===== config.mk =====
export PLATFORM = sky130hd
export DESIGN_NAME = parking_garage_ctrl
export DESIGN_NICKNAME = d
export VERILOG_FILES = /design/src/rtl/parking_pkg.sv /design/src/rtl/parking_slot_finder.sv /design/src/rtl/parking_garage_ctrl.sv
export SDC_FILE = /design/constraint.sdc
export NUM_CORES = 2
export LEC_CHECK = 0
export BUFFER_PORTS_ARGS = -buffer_cell sky130_fd_sc_hd__buf_2
export CORE_ASPECT_RATIO = 1.75
export CORE_MARGIN = 2
export CORE_UTILIZATION = 30
export CTS_CLUSTER_DIAMETER = 200
export DETAILED_ROUTE_END_ITERATION = 10
export GPL_ROUTABILITY_DRIVEN = 0
export HOLD_SLACK_MARGIN = 0.05
export SLEW_MARGIN = 15
export SYNTH_ARGS = -nofsm -noshare
export SYNTH_HDL_FRONTEND = slang
export SYNTH_SLANG_ARGS = --single-unit

===== constraint.sdc =====
create_clock -name clock -period 46.3 [get_ports clock]
set_input_delay 4.63 -clock clock [delete_from_list [all_inputs] [get_ports clock]]
set_output_delay 4.63 -clock clock [all_outputs]
set_load 0.02 [all_outputs]

===== src/rtl/parking_pkg.sv =====
// Shared definitions for the parking-garage controller: FSM states, completion codes
// and the slot-type helper used by the slot finder.
package parking_pkg;

  typedef enum logic [2:0] {
    StIdle,
    StSearch,
    StUp,
    StAct,
    StDown,
    StDone
  } state_e;

  localparam logic [1:0] ERR_OK   = 2'd0;
  localparam logic [1:0] ERR_FULL = 2'd1;
  localparam logic [1:0] ERR_MISS = 2'd2;  // duplicate on park, not found on retrieve
  localparam logic [1:0] ERR_BAD  = 2'd3;

  // Slots at or above the sedan count on each floor are SUV slots.
  function automatic logic slot_is_suv(input int unsigned slot, input int unsigned sedan_slots);
    return slot >= sedan_slots;
  endfunction

endpackage


===== src/rtl/parking_slot_finder.sv =====
// Combinational priority encoder: lowest non-leaking floor first, then lowest free slot
// of the requested vehicle type on that floor.
module parking_slot_finder import parking_pkg::*; #(
  parameter int unsigned FLOORS      = 7,
  parameter int unsigned SEDAN_SLOTS = 4,
  parameter int unsigned SUV_SLOTS   = 4,
  localparam int unsigned SLOTS      = SEDAN_SLOTS + SUV_SLOTS,
  localparam int unsigned FLW        = $clog2(FLOORS + 1),
  localparam int unsigned SLW        = $clog2(SLOTS)
) (
  input  logic [FLOORS*SLOTS-1:0] i_occ,
  input  logic [FLOORS-1:0]       i_leak_mask,
  input  logic                    i_suv,
  output logic                    o_found,
  output logic [FLW-1:0]          o_floor,
  output logic [SLW-1:0]          o_slot
);

  logic           w_found;
  logic [FLW-1:0] w_floor;
  logic [SLW-1:0] w_slot;

  // First match in floor-major order wins.
  always_comb begin
    w_found = 1'b0;
    w_floor = '0;
    w_slot  = '0;
    for (int f = 0; f < FLOORS; f++) begin
      for (int s = 0; s < SLOTS; s++) begin
        if (!w_found && !i_leak_mask[f] && !i_occ[f*SLOTS+s] &&
            (slot_is_suv(s, SEDAN_SLOTS) == i_suv)) begin
          w_found = 1'b1;
          w_floor = FLW'(f + 1);
          w_slot  = SLW'(s);
        end
      end
    end
  end

  assign o_found = w_found;
  assign o_floor = w_floor;
  assign o_slot  = w_slot;

endmodule


===== src/rtl/parking_garage_ctrl.sv =====
// Parking-garage controller: one request at a time, one-floor-per-cycle elevator,
// plate occupancy table and optional time-based fee.
// Optional feature: define PARKING_FEE_EN to add the timestamp counter, per-slot entry
// stamps and the retrieve fee; without it done_fee is tied to zero.
module parking_garage_ctrl import parking_pkg::*; #(
  parameter int unsigned FLOORS      = 7,
  parameter int unsigned SEDAN_SLOTS = 4,
  parameter int unsigned SUV_SLOTS   = 4,
  parameter int unsigned PLATE_W     = 16,
  parameter int unsigned FEE_W       = 8,
  parameter int unsigned TS_W        = 8,
  parameter int unsigned FEE_RATE    = 1,
  localparam int unsigned SLOTS      = SEDAN_SLOTS + SUV_SLOTS,
  localparam int unsigned NSLOT      = FLOORS * SLOTS,
  localparam int unsigned FLW        = $clog2(FLOORS + 1),
  localparam int unsigned SLW        = $clog2(SLOTS),
  localparam int unsigned CW         = $clog2(NSLOT + 1),
  localparam int unsigned IW         = $clog2(NSLOT)
) (
  input  logic               clock,
  input  logic               reset,
  input  logic               req_valid,
  output logic               req_ready,
  input  logic               req_out,
  input  logic               req_suv,
  input  logic [PLATE_W-1:0] req_plate,
  input  logic [FLOORS-1:0]  leak_mask,
  output logic               done_valid,
  output logic [1:0]         done_err,
  output logic [FLW-1:0]     done_floor,
  output logic [SLW-1:0]     done_slot,
  output logic [FEE_W-1:0]   done_fee,
  output logic [FLW-1:0]     cur_floor,
  output logic [PLATE_W-1:0] moving_plate,
  output logic [NSLOT-1:0]   occ,
  output logic [CW-1:0]      empty_sedan,
  output logic [CW-1:0]      empty_suv,
  output logic               full_sedan,
  output logic               full_suv
);

  state_e             r_state;
  logic [FLW-1:0]     r_cur_floor;
  logic [FLW-1:0]     r_tgt_floor;
  logic [SLW-1:0]     r_tgt_slot;
  logic               r_out;
  logic               r_suv;
  logic [PLATE_W-1:0] r_plate;
  logic [NSLOT-1:0]   r_occ;
  logic [PLATE_W-1:0] r_plates [NSLOT];
  logic               r_done_valid;
  logic [1:0]         r_done_err;
  logic [FLW-1:0]     r_done_floor;
  logic [SLW-1:0]     r_done_slot;
  logic [PLATE_W-1:0] r_moving_plate;

  logic               w_found;
  logic [FLW-1:0]     w_free_floor;
  logic [SLW-1:0]     w_free_slot;
  logic               w_hit;
  logic [FLW-1:0]     w_hit_floor;
  logic [SLW-1:0]     w_hit_slot;
  logic [1:0]         w_err;
  logic [IW-1:0]      w_tgt_idx;

  parking_slot_finder #(
    .FLOORS     (FLOORS),
    .SEDAN_SLOTS(SEDAN_SLOTS),
    .SUV_SLOTS  (SUV_SLOTS)
  ) u_finder (
    .i_occ      (r_occ),
    .i_leak_mask(leak_mask),
    .i_suv      (r_suv),
    .o_found    (w_found),
    .o_floor    (w_free_floor),
    .o_slot     (w_free_slot)
  );

  // Plate CAM over occupied slots; leaking floors are still searched.
  always_comb begin
    w_hit       = 1'b0;
    w_hit_floor = '0;
    w_hit_slot  = '0;
    for (int i = 0; i < NSLOT; i++) begin
      if (!w_hit && r_occ[i] && (r_plates[i] == r_plate)) begin
        w_hit       = 1'b1;
        w_hit_floor = FLW'(i / SLOTS + 1);
        w_hit_slot  = SLW'(i % SLOTS);
      end
    end
  end

  // Request verdict in priority order BAD_PLATE > DUP/NOTFOUND > FULL.
  always_comb begin
    w_err = ERR_OK;
    if (r_plate == '0) begin
      w_err = ERR_BAD;
    end else if (!r_out && w_hit) begin
      w_err = ERR_MISS;
    end else if (r_out && !w_hit) begin
      w_err = ERR_MISS;
    end else if (!r_out && !w_found) begin
      w_err = ERR_FULL;
    end
  end

  // Flat slot index of the latched target (only meaningful from UP onwards).
  always_comb begin
    w_tgt_idx = IW'((32'(r_tgt_floor) - 32'd1) * SLOTS + 32'(r_tgt_slot));
  end

  // Free-slot counts on non-leaking floors, per vehicle type.
  always_comb begin
    int unsigned v_sed;
    int unsigned v_suv;
    v_sed = 0;
    v_suv = 0;
    for (int f = 0; f < FLOORS; f++) begin
      for (int s = 0; s < SLOTS; s++) begin
        if (!leak_mask[f] && !r_occ[f*SLOTS+s]) begin
          if (slot_is_suv(s, SEDAN_SLOTS)) v_suv++;
          else                             v_sed++;
        end
      end
    end
    empty_sedan = CW'(v_sed);
    empty_suv   = CW'(v_suv);
  end

`ifdef PARKING_FEE_EN
  localparam logic [63:0] FEE_MAX = (64'd1 << FEE_W) - 64'd1;

  logic [TS_W-1:0]  r_ts;
  logic [TS_W-1:0]  r_stamp [NSLOT];
  logic [FEE_W-1:0] r_fee;
  logic [FEE_W-1:0] r_done_fee;
  logic [TS_W-1:0]  w_elapsed;
  logic [63:0]      w_prod;
  logic [FEE_W-1:0] w_fee;

  // Elapsed time wraps modulo 2^TS_W; the product saturates at the fee width.
  always_comb begin
    w_elapsed = r_ts - r_stamp[w_tgt_idx];
    w_prod    = 64'(w_elapsed) * 64'(FEE_RATE);
    w_fee     = (w_prod > FEE_MAX) ? '1 : w_prod[FEE_W-1:0];
  end

  // Free-running timestamp, entry stamps at park ACT, fee capture at retrieve ACT.
  always_ff @(posedge clock or negedge reset) begin
    if (!reset) begin
      r_ts       <= '0;
      r_fee      <= '0;
      r_done_fee <= '0;
      for (int i = 0; i < NSLOT; i++) r_stamp[i] <= '0;
    end else begin
      r_ts <= r_ts + 1'b1;
      if (r_state == StIdle && req_valid) begin
        r_fee <= '0;
      end
      if (r_state == StAct) begin
        if (r_out) r_fee <= w_fee;
        else       r_stamp[w_tgt_idx] <= r_ts;
      end
      if (r_state == StDown && r_cur_floor == FLW'(1)) begin
        r_done_fee <= r_fee;
      end else begin
        r_done_fee <= '0;
      end
    end
  end

  assign done_fee = r_done_fee;
`else
  assign done_fee = '0;
`endif

  // Request FSM with elevator position, occupancy table and registered completion outputs.
  always_ff @(posedge clock or negedge reset) begin
    if (!reset) begin
      r_state        <= StIdle;
      r_cur_floor    <= '0;
      r_tgt_floor    <= '0;
      r_tgt_slot     <= '0;
      r_out          <= 1'b0;
      r_suv          <= 1'b0;
      r_plate        <= '0;
      r_occ          <= '0;
      r_done_valid   <= 1'b0;
      r_done_err     <= ERR_OK;
      r_done_floor   <= '0;
      r_done_slot    <= '0;
      r_moving_plate <= '0;
      for (int i = 0; i < NSLOT; i++) r_plates[i] <= '0;
    end else begin
      unique case (r_state)
        StIdle: begin
          if (req_valid) begin
            r_out          <= req_out;
            r_suv          <= req_suv;
            r_plate        <= req_plate;
            r_moving_plate <= req_out ? '0 : req_plate;
            r_state        <= StSearch;
          end
        end
        StSearch: begin
          if (w_err != ERR_OK) begin
            r_done_valid   <= 1'b1;
            r_done_err     <= w_err;
            r_done_floor   <= '0;
            r_done_slot    <= '0;
            r_moving_plate <= '0;
            r_state        <= StDone;
          end else begin
            r_tgt_floor <= r_out ? w_hit_floor : w_free_floor;
            r_tgt_slot  <= r_out ? w_hit_slot : w_free_slot;
            r_state     <= StUp;
          end
        end
        StUp: begin
          r_cur_floor <= r_cur_floor + 1'b1;
          if (r_cur_floor + 1'b1 == r_tgt_floor) r_state <= StAct;
        end
        StAct: begin
          if (r_out) begin
            r_occ[w_tgt_idx]    <= 1'b0;
            r_plates[w_tgt_idx] <= '0;
            r_moving_plate      <= r_plate;
          end else begin
            r_occ[w_tgt_idx]    <= 1'b1;
            r_plates[w_tgt_idx] <= r_plate;
            r_moving_plate      <= '0;
          end
          r_state <= StDown;
        end
        StDown: begin
          r_cur_floor <= r_cur_floor - 1'b1;
          if (r_cur_floor == FLW'(1)) begin
            r_done_valid   <= 1'b1;
            r_done_err     <= ERR_OK;
            r_done_floor   <= r_tgt_floor;
            r_done_slot    <= r_tgt_slot;
            r_moving_plate <= '0;
            r_state        <= StDone;
          end
        end
        StDone: begin
          r_done_valid <= 1'b0;
          r_done_err   <= ERR_OK;
          r_done_floor <= '0;
          r_done_slot  <= '0;
          r_state      <= StIdle;
        end
        default: r_state <= StIdle;
      endcase
    end
  end

  assign req_ready    = (r_state == StIdle);
  assign done_valid   = r_done_valid;
  assign done_err     = r_done_err;
  assign done_floor   = r_done_floor;
  assign done_slot    = r_done_slot;
  assign cur_floor    = r_cur_floor;
  assign moving_plate = r_moving_plate;
  assign occ          = r_occ;
  assign full_sedan   = (empty_sedan == '0);
  assign full_suv     = (empty_suv == '0);

endmodule


Yosys cells after proc, flatten, opt, wreduce, memory -nomap -nowiden
Cells that the tools add are included.

Register bits after elaboration: 1007. Word-level logic and storage cells: 1159. Bits of input ports: 28.

Reductions and logical operators: 527. Add/sub/neg operators: 58. Bitwise logic cells: 8. Muxes and demuxes: 426. Equality and inequality tests: 67. $lt $le $gt $ge: 4.

Operators with widths (number): $and 896x896->896 (1); $bwmux 896 (1); $eq 16x16->1 (56); $mux 896 (1); $not 896->896 (1); $mux 3 (226); $logic_and 1x1->1 (338); $mux 6 (54); $add 6x1->6 const B (52); $logic_not 1->1 (176); $mux 1 (123); $demux 16 s6 (1); $mux 16 (6); $pmux 16 s4 (1); $and 56x56->56 (1); $mux 56 (1); $not 56->56 (1); $or 56x56->56 (1); $pmux 3 s3 (2); $logic_not 16->1 (1); $pmux 3 s5 (1); $logic_not 6->1 (2); $mux 2 (5); $ne 2x2->1 const B (4); 25 further kinds (34).

Logic depth before layout (Yosys ltp)
Depth in word-level cells: 288. Depth in mapped cells: 101.

Modules after synthesis
From an unflattened synthesis, not the netlist that was laid out.

Cells, all modules: 6432. Area total of the unflattened synthesis: 57123.5 sq um.

By module, submodules not included: parking_garage_ctrl (times used 1, sequential area each 25199.2 sq um, area each 55921.1 sq um, cells each 6242); parking_slot_finder (times used 1, sequential area each 0.0 sq um, area each 1202.4 sq um, cells each 190).

Worst setup path before layout
OpenSTA, ideal clock, no wires.

Kind: in2out. From: input port leak_mask[0]. To: output port full_sedan. Cell stages on the path: 99. Required time: 41.670 ns. Setup slack: 19.245 ns. Buffers on the path: 3. Data arrival time: 22.425 ns. Cell sequence: buf_2 buf_2 or2_2 ha_1 buf_2 xor2_1 ha_1 or3_1 o211ai_1 inv_1 ha_1 nand2_1 o21ai_0 ha_1 nor2_1 o21ai_0 and2_1 ha_1 [... 63 more ...] nand2_1 o21ai_0 ha_1 mux2i_1 inv_1 ha_1 nand2_1 o21ai_0 ha_1 mux2i_1 o22ai_1 ha_1 nand2_1 o21ai_0 a21oi_1 o311ai_0 xor2_1 nor3_1.

Cells in the longest elaborated chain, start to end: 58. Elaborated cells between the ends (all ways): 61. Classes of those cells: add/sub: 27; mux: 28; reduce/logical: 6.

RTL lines: start: declaration (RTL line parking_garage_ctrl.sv:27) `input logic [FLOORS-1:0] leak_mask,`; $logic_not 1->1 * (RTL line parking_garage_ctrl.sv:120) `if (!leak_mask[f] && !r_occ[f*SLOTS+s]) begin`; $logic_and 1x1->1 (RTL line parking_garage_ctrl.sv:120); $mux 1 (RTL line parking_garage_ctrl.sv:120); $add 1x1->2 (RTL line parking_garage_ctrl.sv:122) `else v_sed++;`; $mux 6 (RTL line parking_garage_ctrl.sv:120); $add 6x1->6 (RTL line parking_garage_ctrl.sv:122); $mux 6 (RTL line parking_garage_ctrl.sv:120); $add 6x1->6 (RTL line parking_garage_ctrl.sv:122); [... 43 more ...]; $add 6x1->6 (RTL line parking_garage_ctrl.sv:122); $mux 6 * (RTL line parking_garage_ctrl.sv:120); $add 6x1->6 (RTL line parking_garage_ctrl.sv:122); $mux 6 * (RTL line parking_garage_ctrl.sv:120); $add 6x1->6 (RTL line parking_garage_ctrl.sv:122); $mux 6 * (RTL line parking_garage_ctrl.sv:120); via empty_sedan[4] (RTL line parking_garage_ctrl.sv:36) `output logic [CW-1:0] empty_sedan,`; $logic_not 6->1 * (RTL line parking_garage_ctrl.sv:266) `assign full_sedan = (empty_sedan == '0);`; end: declaration (RTL line parking_garage_ctrl.sv:38) `output logic full_sedan,`.

Mark *: on every way through the listed nets, which the timed path passes. The rest lies on a longest branch.

Final worst setup path
From: input port leak_mask[0]. To: output port full_sedan.

Cells in the longest elaborated chain, start to end: 58. Elaborated cells between the ends (all ways): 61. Classes of those cells: add/sub: 27; mux: 28; reduce/logical: 6.

RTL lines (RTL line): $logic_not 1->1 * (parking_garage_ctrl.sv:120); $logic_and 1x1->1 (parking_garage_ctrl.sv:120); $mux 1 (parking_garage_ctrl.sv:120); $add 1x1->2 (parking_garage_ctrl.sv:122); $mux 6 (parking_garage_ctrl.sv:120); $add 6x1->6 (parking_garage_ctrl.sv:122); $mux 6 (parking_garage_ctrl.sv:120); $add 6x1->6 (parking_garage_ctrl.sv:122); [... 42 more ...]; $mux 6 * (parking_garage_ctrl.sv:120); $add 6x1->6 (parking_garage_ctrl.sv:122); $mux 6 * (parking_garage_ctrl.sv:120); $add 6x1->6 (parking_garage_ctrl.sv:122); $mux 6 * (parking_garage_ctrl.sv:120); $add 6x1->6 (parking_garage_ctrl.sv:122); $mux 6 * (parking_garage_ctrl.sv:120); $logic_not 6->1 * (parking_garage_ctrl.sv:266).

Every way passes the cells marked *; elsewhere a longest branch is shown, timed or not.

==> results.sh <==
export IMPL_crit_fanout=23
export IMPL_synth_edf_count=0
export IMPL_min_from="done_err[0]$_DFFE_PN0P_"
export IMPL_postSynthCellCount=6378
export IMPL_end_kind="output port"
export IMPL_multi_input_area_sq_mm=0.03003
export IMPL_ys_seq_elements=1007
export IMPL_cts_tree="built"
export IMPL_post_route_period_util_pct=63.20
export IMPL_clock_sinks=1007
export IMPL_status="completed"
export IMPL_fp_dieArea_sq_mm=0.1941
export IMPL_dp_hpwl_um=132500
export IMPL_die_h_um=581.3
export IMPL_coreArea_sq_mm=0.1890
export IMPL_rows=211
export IMPL_ios=135
export IMPL_clockBufferDepth=3
export IMPL_worst_slew_pin_slew_ns=1.257
export IMPL_regToRegEndpoint="r_tgt_floor[0]$_DFFE_PN0P_"
export IMPL_drtPass1Iterations=10
export IMPL_num_nets_final=6303
export IMPL_antenna_left=0
export IMPL_required_ns=41.67
export IMPL_grt_pass1_vias=45250
export IMPL_holdBufCountCts=0
export IMPL_die_w_um=333.9
export IMPL_final_core_util_pct=33.39
export IMPL_slew_headroom_pct=16.09
export IMPL_r2r_cells=20
export IMPL_start_kind="primary input"
export IMPL_post_cts_resized=0
export IMPL_arrival_ns=24.63
export IMPL_layout_min_cycle_time_ns=29.26
export IMPL_rsz0062_at_grt="false"
export IMPL_hold_end="done_err[0]$_DFFE_PN0P_"
export IMPL_grtUsageTotal_pct=20.91
export IMPL_max_cap_violations=0
export IMPL_clkTransAtPathRegs_ns=0.07
export IMPL_clkLatencyLatePin_ns=0.75
export IMPL_clock_root_buffer="clkbuf_16"
export IMPL_synth_distinct_cells=107
export IMPL_io_buffers=126
export IMPL_final_setup_skew_ns=0.04533
export IMPL_drive_above_1_share_pct=8.491
export IMPL_fill_cells=19420
export IMPL_synth_warnings=0
export IMPL_max_stage_delay_ns=0.65
export IMPL_grt_pass1_wl_um=303100
export IMPL_detail_route_wirelength_um=206400
export IMPL_cts_buffers=91
export IMPL_avgSynthCellArea_sq_um=8.959
export IMPL_synth_area_sq_mm=0.05714
export IMPL_async_flop_share_pct=100.0
export IMPL_critPathMostFrequentCell="ha_1"
export IMPL_grt_max_degree=166
export IMPL_hold_viol=0
export IMPL_final_max_slew_viol_count=0
export IMPL_worstHoldPathType="flop to flop"
export IMPL_initial_utilization_pct=30.23
export IMPL_timing_rr_start="r_plate[6]$_DFFE_PN0P_"
export IMPL_timing_fmax_mhz=34.18
export IMPL_regArea_sq_mm=0.02526
export IMPL_drc=0
export IMPL_min_path_cells=1
export IMPL_setup_tns_final_ns=0
export IMPL_antenna_found_initial=10
export IMPL_htree_levels=3
export IMPL_cts_setup_buffers=0
export IMPL_gr_total_overflow=0
export IMPL_via_per_inst=5.291
export IMPL_syn_to_final_growth_pct=10.47
export IMPL_synthFlopType="dfrtp_1"
export IMPL_ys_seq_area_share_pct=44.10
export IMPL_crit_type="primary input to output port"
export IMPL_reg2reg_slack_ns=38.74
export IMPL_drtIter0Drc=4141
export IMPL_critPathSlowestCell="o32ai_1"
export IMPL_vias=46260
export IMPL_setup_viol=0
export IMPL_wl_per_cell_um=23.60
[state kept, by name (all words and copies together) (netlist names), named ones only]
| register | flops |
|---|---|
| done_valid | 1 |
| cur_floor | 3 |
| r_suv | 1 |
| r_plate | 16 |
| done_slot | 3 |
| done_err | 2 |
| moving_plate | 16 |
| r_tgt_floor | 3 |
| r_out | 1 |
| r_plates | 896 |
| done_floor | 3 |
| r_state | 3 |
| r_tgt_slot | 3 |
[worst max-delay path by stage]
stage / slack (ns) / end / cells past startpoint / start
floorplan: 19.25 / full_sedan / 99 / leak_mask[0]
CTS: 17.27 / full_sedan / 98 / leak_mask[0]
detailed placement: 17.34 / full_sedan / 98 / leak_mask[0]
finish: 17.04 / full_sedan / 98 / leak_mask[0]
global placement: 17.53 / full_sedan / 98 / leak_mask[0]
global route: 15.61 / full_sedan / 98 / leak_mask[0]
[cells in the final DEF, fill, tap and decap left out, types with 50 or more instances in the layout]
cell type | netlist | layout
xor2_1 | 481 | 481
or4_1 | 50 | 50
ha_1 | 59 | 59
buf_4 | 13 | 91
nor4_1 | 196 | 192
nor3_1 | 56 | 52
nand2_1 | 1284 | 1268
nor2_1 | 207 | 199
o21ai_0 | 1023 | 1022
clkbuf_16 | 0 | 92
xnor2_1 | 610 | 610
inv_1 | 64 | 64
dfrtp_1 | 1007 | 990
buf_2 | 36 | 125
a21oi_1 | 85 | 85
nand3_1 | 109 | 109
nand4_1 | 79 | 79
[kinds of logic (layout without fill, tap and decap cells)]
family,Yosys count,after routing,synth area share (%)
AND/OR/NAND/NOR,2199,2199,17.60
other,1,13,0.006563
buffers and inverters,547,451,3.771
flip-flops,1007,1007,44.10
AO/OA/AOI/OAI,1361,1361,13.34
multiplexers,60,60,1.126
adder cells (fa/ha/maj),60,60,1.309
XOR/XNOR,1143,1143,18.74
[worst max-delay path, delay by kind of cell]
family | cells | cell delay [ns]
mux | 5 | 1.17
buf+inv | 10 | 1.25
compound gates | 25 | 5.07
xor+xnor | 2 | 0.39
fa+ha+maj | 26 | 7.51
simple gates | 30 | 4.59
[synthesized netlist by cell type, types with 10 or more instances]
master	count	area (sq um)
inv_1	64	240.2
o31ai_1	10	75.07
a22o_1	12	105.1
and2_1	26	162.7
o41ai_1	14	122.6
xnor2_2	10	162.7
xnor2_1	610	5343
nand3_1	109	545.5
ha_1	59	738.2
mux2i_1	26	260.3
buf_4	13	97.59
or4_1	50	375.4
nor2_1	207	777.0
nor3_1	56	280.3
a21o_1	10	75.07
mux2_2	33	371.6
clkbuf_1	376	1411
nor2b_1	33	206.5
dfrtp_1	1007	25200
o211ai_1	13	97.59
xnor3_1	19	427.9
a31oi_1	39	244.0
o22ai_1	10	62.56
nand2b_1	35	219.0
buf_1	55	206.5
nand3b_1	16	120.1
nand4_1	79	494.2
or2_2	19	118.9
a211oi_1	15	112.6
buf_2	36	180.2
nor3b_1	17	127.6
a22oi_1	19	142.6
a21oi_1	85	425.4
and3_1	17	106.4
o21ai_0	1023	5120
xor2_1	481	4213
nor4_1	196	1226
nand2_1	1284	4820
[through the flow]
stage / hold slack, ns / worst slack [ns] / instance area [sq um] / cells
detailed placement: 0.4697 / 17.34 / 59950 / 8572
global placement: 0.4732 / 17.53 / 59940 / 8572
CTS: 0.4865 / 17.27 / 63100 / 8738
floorplan: 0.4689 / 19.25 / 57170 / 6385
global route: 0.5176 / 15.61 / 63110 / 8740
finish: 0.4900 / 17.04 / 63120 / 8743
[per-layer routing]
layer | global-route usage [%] | routed length, um
met5 | 0 | 0
met4 | 14.63 | 16640
met2 | 36.02 | 100500
met3 | 3.614 | 13670
met1 | 23.35 | 75550
[layout make-up]
class                           count  share of cell area [%]
Multi-Input combinational cell   4831                   47.57
Sequential cell                  1007                   40.02
Tap cell                         2449                   4.855
Clock buffer                      124                   4.107
Timing Repair Buffer              219                   2.147
Clock inverter                     42                  0.8880
Inverter                           66                  0.3925
Antenna cell                        5                 0.01982
Power is not shown: default switching activity piles up to over one toggle a cycle in this logic, so the estimate is an artifact.
